### src/rtl/esti_axis_integrator.sv
// Multi-axis bias-calibrated double integrator: captures big-endian samples from the
// I2C frame, learns per-axis bias, integrates to saturating vel/pos, drives LED band code.

module esti_axis_lane #(
  parameter int SAMPLE_W = 16,
  parameter int VEL_W    = 32,
  parameter int POS_W    = 64,
  parameter int CAL_LOG2 = 4
) (
  input  logic                       clk,
  input  logic                       reset,
  input  logic                       clr,
  input  logic                       cap,
  input  logic [15:0]                word,
  input  logic                       cal_en,
  input  logic                       cal_last,
  input  logic                       int_en,
  input  logic                       pos_en,
  output logic signed [VEL_W-1:0]    vel,
  output logic signed [POS_W-1:0]    pos,
  output logic                       sat
);
  localparam int SW = SAMPLE_W + CAL_LOG2;
  localparam int DW = SAMPLE_W + 1;
  // Adds run one bit wider than the widest operand so the clamp sees the true sum.
  localparam int AW = ((VEL_W > DW) ? VEL_W : DW) + 1;
  localparam int PW = ((POS_W > VEL_W) ? POS_W : VEL_W) + 1;
  localparam logic signed [AW-1:0] VMAX = {{(AW-VEL_W+1){1'b0}}, {(VEL_W-1){1'b1}}};
  localparam logic signed [AW-1:0] VMIN = {{(AW-VEL_W+1){1'b1}}, {(VEL_W-1){1'b0}}};
  localparam logic signed [PW-1:0] PMAX = {{(PW-POS_W+1){1'b0}}, {(POS_W-1){1'b1}}};
  localparam logic signed [PW-1:0] PMIN = {{(PW-POS_W+1){1'b1}}, {(POS_W-1){1'b0}}};

  logic signed [SAMPLE_W-1:0] samp, bias;
  logic signed [SW-1:0]       sum, sum_nxt;
  logic signed [DW-1:0]       acc;
  logic signed [AW-1:0]       vwide;
  logic signed [PW-1:0]       pwide;
  logic signed [VEL_W-1:0]    vel_nxt;
  logic signed [POS_W-1:0]    pos_nxt;
  logic                       vclamp, pclamp;

  always_comb begin
    sum_nxt = sum + SW'(samp);
    acc     = DW'(samp) - DW'(bias);
    vwide   = AW'(vel) + AW'(acc);
    pwide   = PW'(pos) + PW'(vel);
  end

  always_comb begin
    vclamp  = 1'b0;
    vel_nxt = vwide[VEL_W-1:0];
    if (vwide > VMAX) begin
      vel_nxt = {1'b0, {(VEL_W-1){1'b1}}};
      vclamp  = 1'b1;
    end else if (vwide < VMIN) begin
      vel_nxt = {1'b1, {(VEL_W-1){1'b0}}};
      vclamp  = 1'b1;
    end
  end

  always_comb begin
    pclamp  = 1'b0;
    pos_nxt = pwide[POS_W-1:0];
    if (pwide > PMAX) begin
      pos_nxt = {1'b0, {(POS_W-1){1'b1}}};
      pclamp  = 1'b1;
    end else if (pwide < PMIN) begin
      pos_nxt = {1'b1, {(POS_W-1){1'b0}}};
      pclamp  = 1'b1;
    end
  end

  always_ff @(posedge clk) begin
    if (reset) begin
      samp <= '0;
      sum  <= '0;
      bias <= '0;
      vel  <= '0;
      pos  <= '0;
      sat  <= 1'b0;
    end else if (clr) begin
      sum  <= '0;
      vel  <= '0;
      pos  <= '0;
      sat  <= 1'b0;
    end else begin
      if (cap) samp <= word[SAMPLE_W-1:0];
      if (cal_en) begin
        if (cal_last) begin
          sum  <= '0;
          bias <= SAMPLE_W'(sum_nxt >>> CAL_LOG2);
          vel  <= '0;
          pos  <= '0;
        end else begin
          sum  <= sum_nxt;
        end
      end
      if (int_en) begin
        vel <= vel_nxt;
        if (vclamp) sat <= 1'b1;
      end
      // pos accumulates the already-updated velocity from the previous stage
      if (pos_en) begin
        pos <= pos_nxt;
        if (pclamp) sat <= 1'b1;
      end
    end
  end
endmodule

module esti_axis_integrator #(
  parameter int          NUM_AXES  = 3,
  parameter int          SAMPLE_W  = 16,
  parameter int          VEL_W     = 32,
  parameter int          POS_W     = 64,
  parameter int          CAL_LOG2  = 4,
  parameter logic [63:0] BAND_STEP = 64'h0000_0000_c26d_d3e6,
  parameter int          NUM_BANDS = 5,
  parameter int          LED_AXIS  = 0
) (
  input  logic                        clk,
  input  logic                        reset,
  input  logic                        frame_done,
  input  logic [16*NUM_AXES-1:0]      rx_bytes,
  input  logic                        recal,
  output logic [VEL_W*NUM_AXES-1:0]   vel,
  output logic [POS_W*NUM_AXES-1:0]   pos,
  output logic [7:0]                  led_out,
  output logic                        cal_done,
  output logic                        upd_valid,
  output logic [NUM_AXES-1:0]         sat,
  output logic                        overrun
);
  localparam int STAGES = 3;
  localparam int TW = ((POS_W > 64) ? POS_W : 64) + 9;

  typedef enum logic {CAL, RUN} state_t;
  state_t state, state_nxt;

  logic                             frame_done_q, frame_edge, busy, accept;
  logic [STAGES:0]                  vld_pipe, run_pipe;
  logic [CAL_LOG2-1:0]              cal_cnt;
  logic                             cal_en, cal_fin, int_en, pos_en;
  logic [NUM_AXES-1:0][15:0]        word_a;
  logic [NUM_AXES-1:0][VEL_W-1:0]   vel_a;
  logic [NUM_AXES-1:0][POS_W-1:0]   pos_a;
  logic [POS_W-1:0]                 p_u;
  logic [TW-1:0]                    p_ext;
  logic [7:0]                       band;

  assign frame_edge = frame_done & ~frame_done_q;
  // A frame occupies the pipe for the three cycles after its edge.
  assign busy       = |vld_pipe[STAGES-1:0];
  assign accept     = frame_edge & ~busy & ~recal;
  assign cal_en     = vld_pipe[0] & ~run_pipe[0];
  assign int_en     = vld_pipe[0] &  run_pipe[0];
  assign pos_en     = vld_pipe[1] &  run_pipe[1];
  assign cal_fin    = cal_en & (cal_cnt == {CAL_LOG2{1'b1}});
  assign upd_valid  = vld_pipe[STAGES] & run_pipe[STAGES];

  always_ff @(posedge clk) begin
    if (reset) state <= CAL;
    else       state <= state_nxt;
  end

  always_comb begin
    state_nxt = state;
    if (recal)                         state_nxt = CAL;
    else if (state == CAL && cal_fin)  state_nxt = RUN;
  end

  always_comb begin
    cal_done = (state == RUN);
  end

  always_ff @(posedge clk) begin
    if (reset) begin
      frame_done_q <= 1'b0;
      vld_pipe     <= '0;
      run_pipe     <= '0;
      overrun      <= 1'b0;
      cal_cnt      <= '0;
    end else begin
      frame_done_q <= frame_done;
      if (recal) begin
        vld_pipe <= '0;
        run_pipe <= '0;
        overrun  <= 1'b0;
        cal_cnt  <= '0;
      end else begin
        vld_pipe <= {vld_pipe[STAGES-1:0], accept};
        run_pipe <= {run_pipe[STAGES-1:0], state == RUN};
        if (frame_edge & busy) overrun <= 1'b1;
        if (cal_en) cal_cnt <= cal_cnt + 1'b1;
      end
    end
  end

  for (genvar i = 0; i < NUM_AXES; i++) begin : g_lane
    assign word_a[i] = {rx_bytes[16*i +: 8], rx_bytes[16*i+8 +: 8]};
    esti_axis_lane #(
      .SAMPLE_W (SAMPLE_W),
      .VEL_W    (VEL_W),
      .POS_W    (POS_W),
      .CAL_LOG2 (CAL_LOG2)
    ) u_lane (
      .clk      (clk),
      .reset    (reset),
      .clr      (recal),
      .cap      (accept),
      .word     (word_a[i]),
      .cal_en   (cal_en),
      .cal_last (cal_fin),
      .int_en   (int_en),
      .pos_en   (pos_en),
      .vel      (vel_a[i]),
      .pos      (pos_a[i]),
      .sat      (sat[i])
    );
  end

  assign vel = vel_a;
  assign pos = pos_a;

  // Comparator chain against k*BAND_STEP; the highest threshold met picks the band.
  always_comb begin
    p_u   = pos_a[LED_AXIS];
    p_ext = TW'(p_u);
    band  = 8'h01;
    for (int k = 1; k < NUM_BANDS; k++)
      if (p_ext >= TW'(BAND_STEP) * TW'(k)) band = 8'(k + 1);
    if (p_u[POS_W-1] || p_ext >= TW'(BAND_STEP) * TW'(NUM_BANDS)) band = 8'hFF;
  end

  always_ff @(posedge clk) begin
    if (reset || recal)                        led_out <= 8'h00;
    else if (vld_pipe[STAGES-1] & run_pipe[STAGES-1]) led_out <= band;
  end
endmodule

### config.mk
export PLATFORM = sky130hd
export DESIGN_NAME = esti_axis_integrator
export DESIGN_NICKNAME = d
export VERILOG_FILES = /design/src/rtl/esti_axis_integrator.sv
export SDC_FILE = /design/constraint.sdc
export NUM_CORES = 2
export LEC_CHECK = 0
export ABC_AREA = 0
export BUFFER_PORTS_ARGS = -buffer_cell sky130_fd_sc_hd__buf_2
export CORE_UTILIZATION = 39
export CTS_CLUSTER_SIZE = 20
export DETAILED_ROUTE_END_ITERATION = 8
export HOLD_SLACK_MARGIN = 0.15
export MAX_ROUTING_LAYER = met4
export SYNTH_ARGS = -nofsm -noshare
export SYNTH_HDL_FRONTEND = slang
export SYNTH_HIERARCHICAL = 1
export SYNTH_SLANG_ARGS = --single-unit
### constraint.sdc
create_clock -name clk -period 5.95 [get_ports clk]
set_input_delay 0.2975 -clock clk [delete_from_list [all_inputs] [get_ports clk]]
set_output_delay 0.2975 -clock clk [all_outputs]
set_load 0.03 [all_outputs]
# Word-level counts from Yosys, hierarchy flattened
# Index checks and enable logic that the tools add are counted.
dict set report op_classes {
  add_sub_neg 13
  magnitude_cmp 17
  eq_ne 1
  mux 54
  n_bitwise 15
  reduce_logical 13
}
# operator count
set ops {}
lappend ops {{two-way mux 64 bit} 11}
lappend ops {{two-way mux 32 bit} 11}
lappend ops {{adder 64 x 32 -> 65 bit} 3}
lappend ops {{> comparator 65 x 64 -> 1 bit (second input constant)} 3}
lappend ops {{< comparator 65 x 64 -> 1 bit (second input constant)} 3}
lappend ops {{>= comparator 64 x 34 -> 1 bit (second input constant)} 3}
lappend ops {{adder 32 x 17 -> 33 bit} 3}
lappend ops {{> comparator 33 x 32 -> 1 bit (second input constant)} 3}
lappend ops {{< comparator 33 x 32 -> 1 bit (second input constant)} 3}
lappend ops {{>= comparator 64 x 32 -> 1 bit (second input constant)} 1}
lappend ops {{>= comparator 64 x 33 -> 1 bit (second input constant)} 1}
lappend ops {{adder 20 x 16 -> 20 bit} 3}
lappend ops {{two-way mux 20 bit} 3}
lappend ops {{subtractor 16 x 16 -> 17 bit} 3}
lappend ops {{two-way mux 8 bit} 4}
lappend ops {{two-way mux 1 bit} 24}
lappend ops {{bitwise AND 1 bit} 10}
lappend ops {{nonzero test 2 bit} 4}
lappend ops {{AND reduction 2 bit} 3}
lappend ops {{inverter 1 bit} 5}
lappend ops {{adder 4 x 1 -> 4 bit (second input constant)} 1}
lappend ops {{equality test 4 bit (second input constant)} 1}
lappend ops {{AND reduction 3 bit} 1}
lappend ops {{OR reduction 3 bit} 1}
lappend ops {{4 further kinds} 5}
dict set report word_totals {
  register_bits 470
  in_bits 52
  output_inout_bits 302
  word_cells 138
}

# Longest topological paths before layout
dict set report depth {
  word_depth 9
  mapped_depth 19
  ltp_nobuf 18
}

# By module
# Netlist, hierarchy kept.
# mod instances cells_each area_each_um2 seq_area_each_um2
set modules_own_cells {}
lappend modules_own_cells {{esti_axis_lane at g_lane[1].u_lane} 1 1670 12879.9 2982.9}
lappend modules_own_cells {{esti_axis_lane at g_lane[2].u_lane} 1 1598 12384.4 2982.9}
lappend modules_own_cells {{esti_axis_lane at g_lane[0].u_lane} 1 1588 12065.3 2982.9}
lappend modules_own_cells {esti_axis_integrator 1 197 1430.1 380.4}

# Worst setup path after synthesis
# No wires, ideal clock.
dict set report synth_timing {
  path_kind {register -> register}
  from {register g_lane[1].u_lane.samp[15]}
  to {register g_lane[1].u_lane.vel[17]}
  setup_time_ps 122
  t_arrival_ps 4193
  required_time_ps 5828
  setup_slack_ps 1636
  path_stages_with_launch 16
  path_buffers 1
  synth_period_minus_slack_ps 4314
  cell_sequence {dfxtp_1 > inv_1 > fa_1 > inv_1 > ha_1 > a21oi_1 > nand2_1 > a221oi_1 > o22ai_1 > o31ai_2 > o21ai_1 > a21oi_4 > xor2_4 > a21oi_2 > buf_6 > a221o_1}
}
dict set report synth_via {
  elab_chain_len 6
  elab_cells_between_ends 7
  classes_between {2 x add/sub; 2 x order compare; 3 x mux}
}
# element line
set synth_rtl {}
lappend synth_rtl {{start: declaration} 33} ;# logic signed [SAMPLE_W-1:0] samp, bias;
lappend synth_rtl {{start signal: assignment} 87} ;# if (cap) samp <= word[SAMPLE_W-1:0];
lappend synth_rtl {{subtractor 16 x 16 -> 17 bit (*)} 44} ;# acc = DW'(samp) - DW'(bias);
lappend synth_rtl {{adder 32 x 17 -> 33 bit (*)} 45} ;# vwide = AW'(vel) + AW'(acc);
lappend synth_rtl {{< comparator 33 x 32 -> 1 bit} 55} ;# end else if (vwide < VMIN) begin
lappend synth_rtl {{two-way mux 32 bit} 55}
lappend synth_rtl {{two-way mux 32 bit (*)} 52} ;# if (vwide > VMAX) begin
lappend synth_rtl {{two-way mux 32 bit (*)} 98} ;# if (int_en) begin
lappend synth_rtl {{end signal: assignment} 99} ;# vel <= vel_nxt;
lappend synth_rtl {{end: declaration} 19} ;# output logic signed [VEL_W-1:0] vel,
# Every way passes the cells marked *; elsewhere a longest branch is shown, timed or not.
# A chain may end at the register's enable or synchronous reset.

# Worst setup path after layout
dict set report layout_timing {
  from {register g_lane[1].u_lane.samp[15]}
  to {register g_lane[1].u_lane.vel[21]}
}
# Same word-level chain as after synthesis.

==> out/qor.log <==
INFO  floorplanning  die_x=317µm
INFO  global_routing grt_pass1_vias=35,446
INFO  synth          dominantRegCellSynth=dfxtp_1
INFO  clock_tree     postCtsResizedCells=0
INFO  hold_path      min-delay-path-class=primary input to flip-flop
INFO  timing         final-setup-viol-count=0
INFO  floorplanning  chipHeight=317µm
INFO  layout         num-nets-final=5,845
INFO  floorplanning  fp-row-count=115
INFO  synth          async_reset_ff_share=0%
INFO  drt            route.met3.wl=5820µm
INFO  drt            drtAntennaViolNets=0
INFO  layout         areaGrowthSynthToFinish=14.4%
INFO  timing         worst_max_slew_margin_expressed_relative_to_the_limit=22.3%
INFO  global_routing antenna_found_initial=8
INFO  flow_run       drv_cap=0
INFO  layout         multi_input_comb_area=27,000µm²
INFO  placed_design  placed_cell_area=41,600µm²
INFO  global_routing grtUsageTotal=25.1%
INFO  synth          number_of_library_cell_types_mapped_by_synthesis=117
INFO  clock_tree     ctsLongestPathBuffers=3
INFO  worst_setup_path cp_cell_sequence=inv_1 > buf_4 > fa_1 > inv_1 > ha_1 > a21o_1 > a21o_1 > a21oi_1 > o21a_1 > o21ba_2 > a211oi_4 > o21bai_2 > a21o_2 > a21oi_2 > a221o_1
INFO  drt            wl_met1=57,800µm
INFO  floorplanning  fp.dieArea=101,000µm²
INFO  placed_design  numPortBuffers=353
INFO  placed_design  place_hpwl=96,500µm
INFO  global_routing grt.overflow.total=0
INFO  clock_tree     cts.clk_slew.worst_paths=0.06ns
INFO  clock_tree     clk_latency=0.68ns
INFO  synth          synthesized_cell_area=38,800µm²
INFO  drt            drt_drc_violations_left=0
INFO  drt            first_pass_iters=6
INFO  timing         rsz0062_at_grt=false
INFO  worst_setup_path worst-endpoint-arrival=5.54ns
INFO  synth          synthesis.area_per_instance=7.67µm²
INFO  timing         hold_viol_final=0
INFO  timing         timing.clock.skew=0.0409ns
INFO  drt            drt-total-wl=126,000µm
INFO  worst_setup_path slowest_delay=0.92ns
INFO  placed_design  placed_cells=6,517
INFO  outcome        outcome=completed
INFO  synth          yosys_warnings=6
INFO  worst_setup_path cpMaxStageDelayCell=a21oi_2
INFO  drt            vias_cell=5.57
INFO  clock_tree     ctsRootBufferMaster=clkbuf_16
INFO  floorplanning  design.core.area=98,400µm²
INFO  timing         timing.final.crit_period=4.95ns
INFO  power          p_total=8.42mW
INFO  clock_tree     cts_made_buffers=60
INFO  timing         worstMarginPinSlew=1.17ns
INFO  worst_setup_path endpoint_kind=flip-flop
INFO  timing         max_clock_freq=202MHz
INFO  synth          syn_nets=5,556
INFO  clock_tree     cts_htree_levels=2
INFO  power          total_leakage_power=20.0nW
INFO  drt            highest_layer=met4
INFO  worst_setup_path path_max_fanout=25
INFO  timing         min_period_over_period=83.2%
INFO  power          irDropWorstVdd=0.286mV
INFO  drt            wire_per_inst=18.9µm
INFO  layout         fill_cells=10,124
INFO  worst_setup_path worst_setup_path_start_kind=flip-flop
INFO  timing         max_slew_violation_total_from_the_final_report=0
INFO  clock_tree     cts_tree=built
INFO  drt            route.met2.wl=59,000µm
INFO  synth          yosysSeqAreaShare=24.1%
INFO  drt            dr_total_vias=37,232
INFO  clock_tree     clock_sink_count=466
INFO  timing         tns=0ns
INFO  layout         drive_above_1_share=11.2%
INFO  floorplanning  initial_core_util=39.4%
INFO  placed_design  gpl.final_weighted_congestion=0.952
INFO  layout         sequential_cell_area=9330µm²
INFO  worst_setup_path setup.worst_path.class=flip-flop to flip-flop
INFO  global_routing largest_net_degree_at_the_start_of_global_routing=62
INFO  layout         number_of_standard_cells_in_the_final_layout_excluding_fillers=6,690
INFO  power          power.density_cell_area=190nW/µm²
INFO  drt            drtIter0Drc=2,509
INFO  floorplanning  ios=354
INFO  synth          synth-edff-count=0
INFO  synth          yosys_register_bits=466
INFO  worst_setup_path critical_path_required=6.54ns
INFO  layout         stdcell_area=44,400µm²
INFO  synth          synthesis.instances=5,053
INFO  global_routing grt_first_pass_wirelength=198,000µm
-- kinds of logic (layout without fill, tap and decap cells) --
group	after synthesis	count (layout)	share of synthesized area [%]
muxes	9	9	0.239
DFF	466	466	24.1
xor gates and xnor gates	304	304	6.92
AOI/OAI and AO/OA	1671	1671	27.1
and+or+nand+nor	1504	1504	18.2
buffers and inverters	632	973	6.51
other	0	9	0
adders and majority gates	467	467	16.9
-- stage by stage --
step,utilization (%),hold WS (ns),setup slack (ns)
finish,45.1,0.282,0.999
global route,45.1,0.311,0.599
CTS,45.0,0.245,0.973
detailed placement,42.2,0.438,1.01
global placement,42.2,0.433,1.09
floorplan,-,0.369,1.64
-- path summary, 6_finish.rpt --
kind | start | end | slack [ns] | cells past startpoint
setup / recovery | g_lane[1].u_lane/samp[15] | g_lane[1].u_lane/vel[21] | 1.0 | 15
hold / removal | recal | vld_pipe[0] | 0.28 | 2
setup reg to reg | g_lane[1].u_lane/samp[15] | g_lane[1].u_lane/vel[21] | 1.0 | 15
hold reg to reg | run_pipe[2] | run_pipe[3] | 0.45 | 1
-- flip-flops by register name, summed over array words and instances (netlist names) --
name	count
g_lane.u_lane/sum	60
g_lane.u_lane/samp	48
led_out	4
cal_done	1
overrun	1
g_lane.u_lane/bias	48
vld_pipe	4
g_lane.u_lane/sat	3
g_lane.u_lane/vel	96
frame_done_q	1
g_lane.u_lane/pos	192
cal_cnt	4
run_pipe	4
-- layout by cell type (no fill, tap or decap), types with 102 or more instances in the layout --
master,netlist,final
nor2_1,350,349
ha_1,349,349
a21oi_1,600,598
xnor2_1,194,194
buf_2,31,352
fa_1,102,102
nand2_1,591,591
xor2_1,109,109
inv_1,402,402
dfxtp_1,466,466
a21o_1,178,178
o21ai_0,304,304
-- area by class of cell --
type,instances,area share [%]
Antenna cell,9,0.0508
Clock buffer,77,3.83
Clock inverter,37,1.26
Inverter,402,3.40
Multi-Input combinational cell,3955,60.8
Sequential cell,466,21.0
Tap cell,1287,3.63
Timing Repair Buffer,457,6.03
-- repair_timing --
| action | CTS | global route |
|---|---|---|
| hold buffers | 50 | 0 |
| hold endpoints to repair | 54 | 0 |
| buffers inserted | 0 | 0 |
-- report_power, final --
group | total (mW) | leakage (nW) | internal (mW) | switching, mW
Clock | 4.16 | 1.09 | 2.58 | 1.58
Sequential | 3.14 | 3.75 | 3.13 | 0.0128
Combinational | 1.12 | 15.1 | 0.460 | 0.660
-- cell usage after synthesis, types with 49 or more instances --
library cell,number,area (µm²)
a31oi_1,81,507
dfxtp_1,466,9330
a21o_1,178,1340
o21ai_0,304,1520
clkbuf_1,171,642
xnor2_1,194,1700
nand2b_1,62,388
a211oi_1,49,368
nand2_1,591,2220
inv_1,402,1510
o21ai_1,61,305
nor3_1,81,405
fa_1,102,2040
a21oi_1,600,3000
nor2_1,350,1310
ha_1,349,4370
xor2_1,109,955
nor2b_1,69,432
o21bai_1,51,383
a221o_1,52,521
nand3_1,75,375
nand4_1,54,338
-- critical path: cells and delay by family (launching register included) --
family                     cells  cell delay [ns]
buffers and inverters          3             0.60
DFF                            1             0.61
AOI/OAI and AO/OA             10             2.73
adders and majority gates      2             0.89
-- layer usage --
metal	global-route usage, %	vias up
li1	-	18518
met5	-	-
met1	32.0	17657
met2	41.1	864
met4	7.58	0
met3	3.22	193
(Power assumes the default switching activity.)
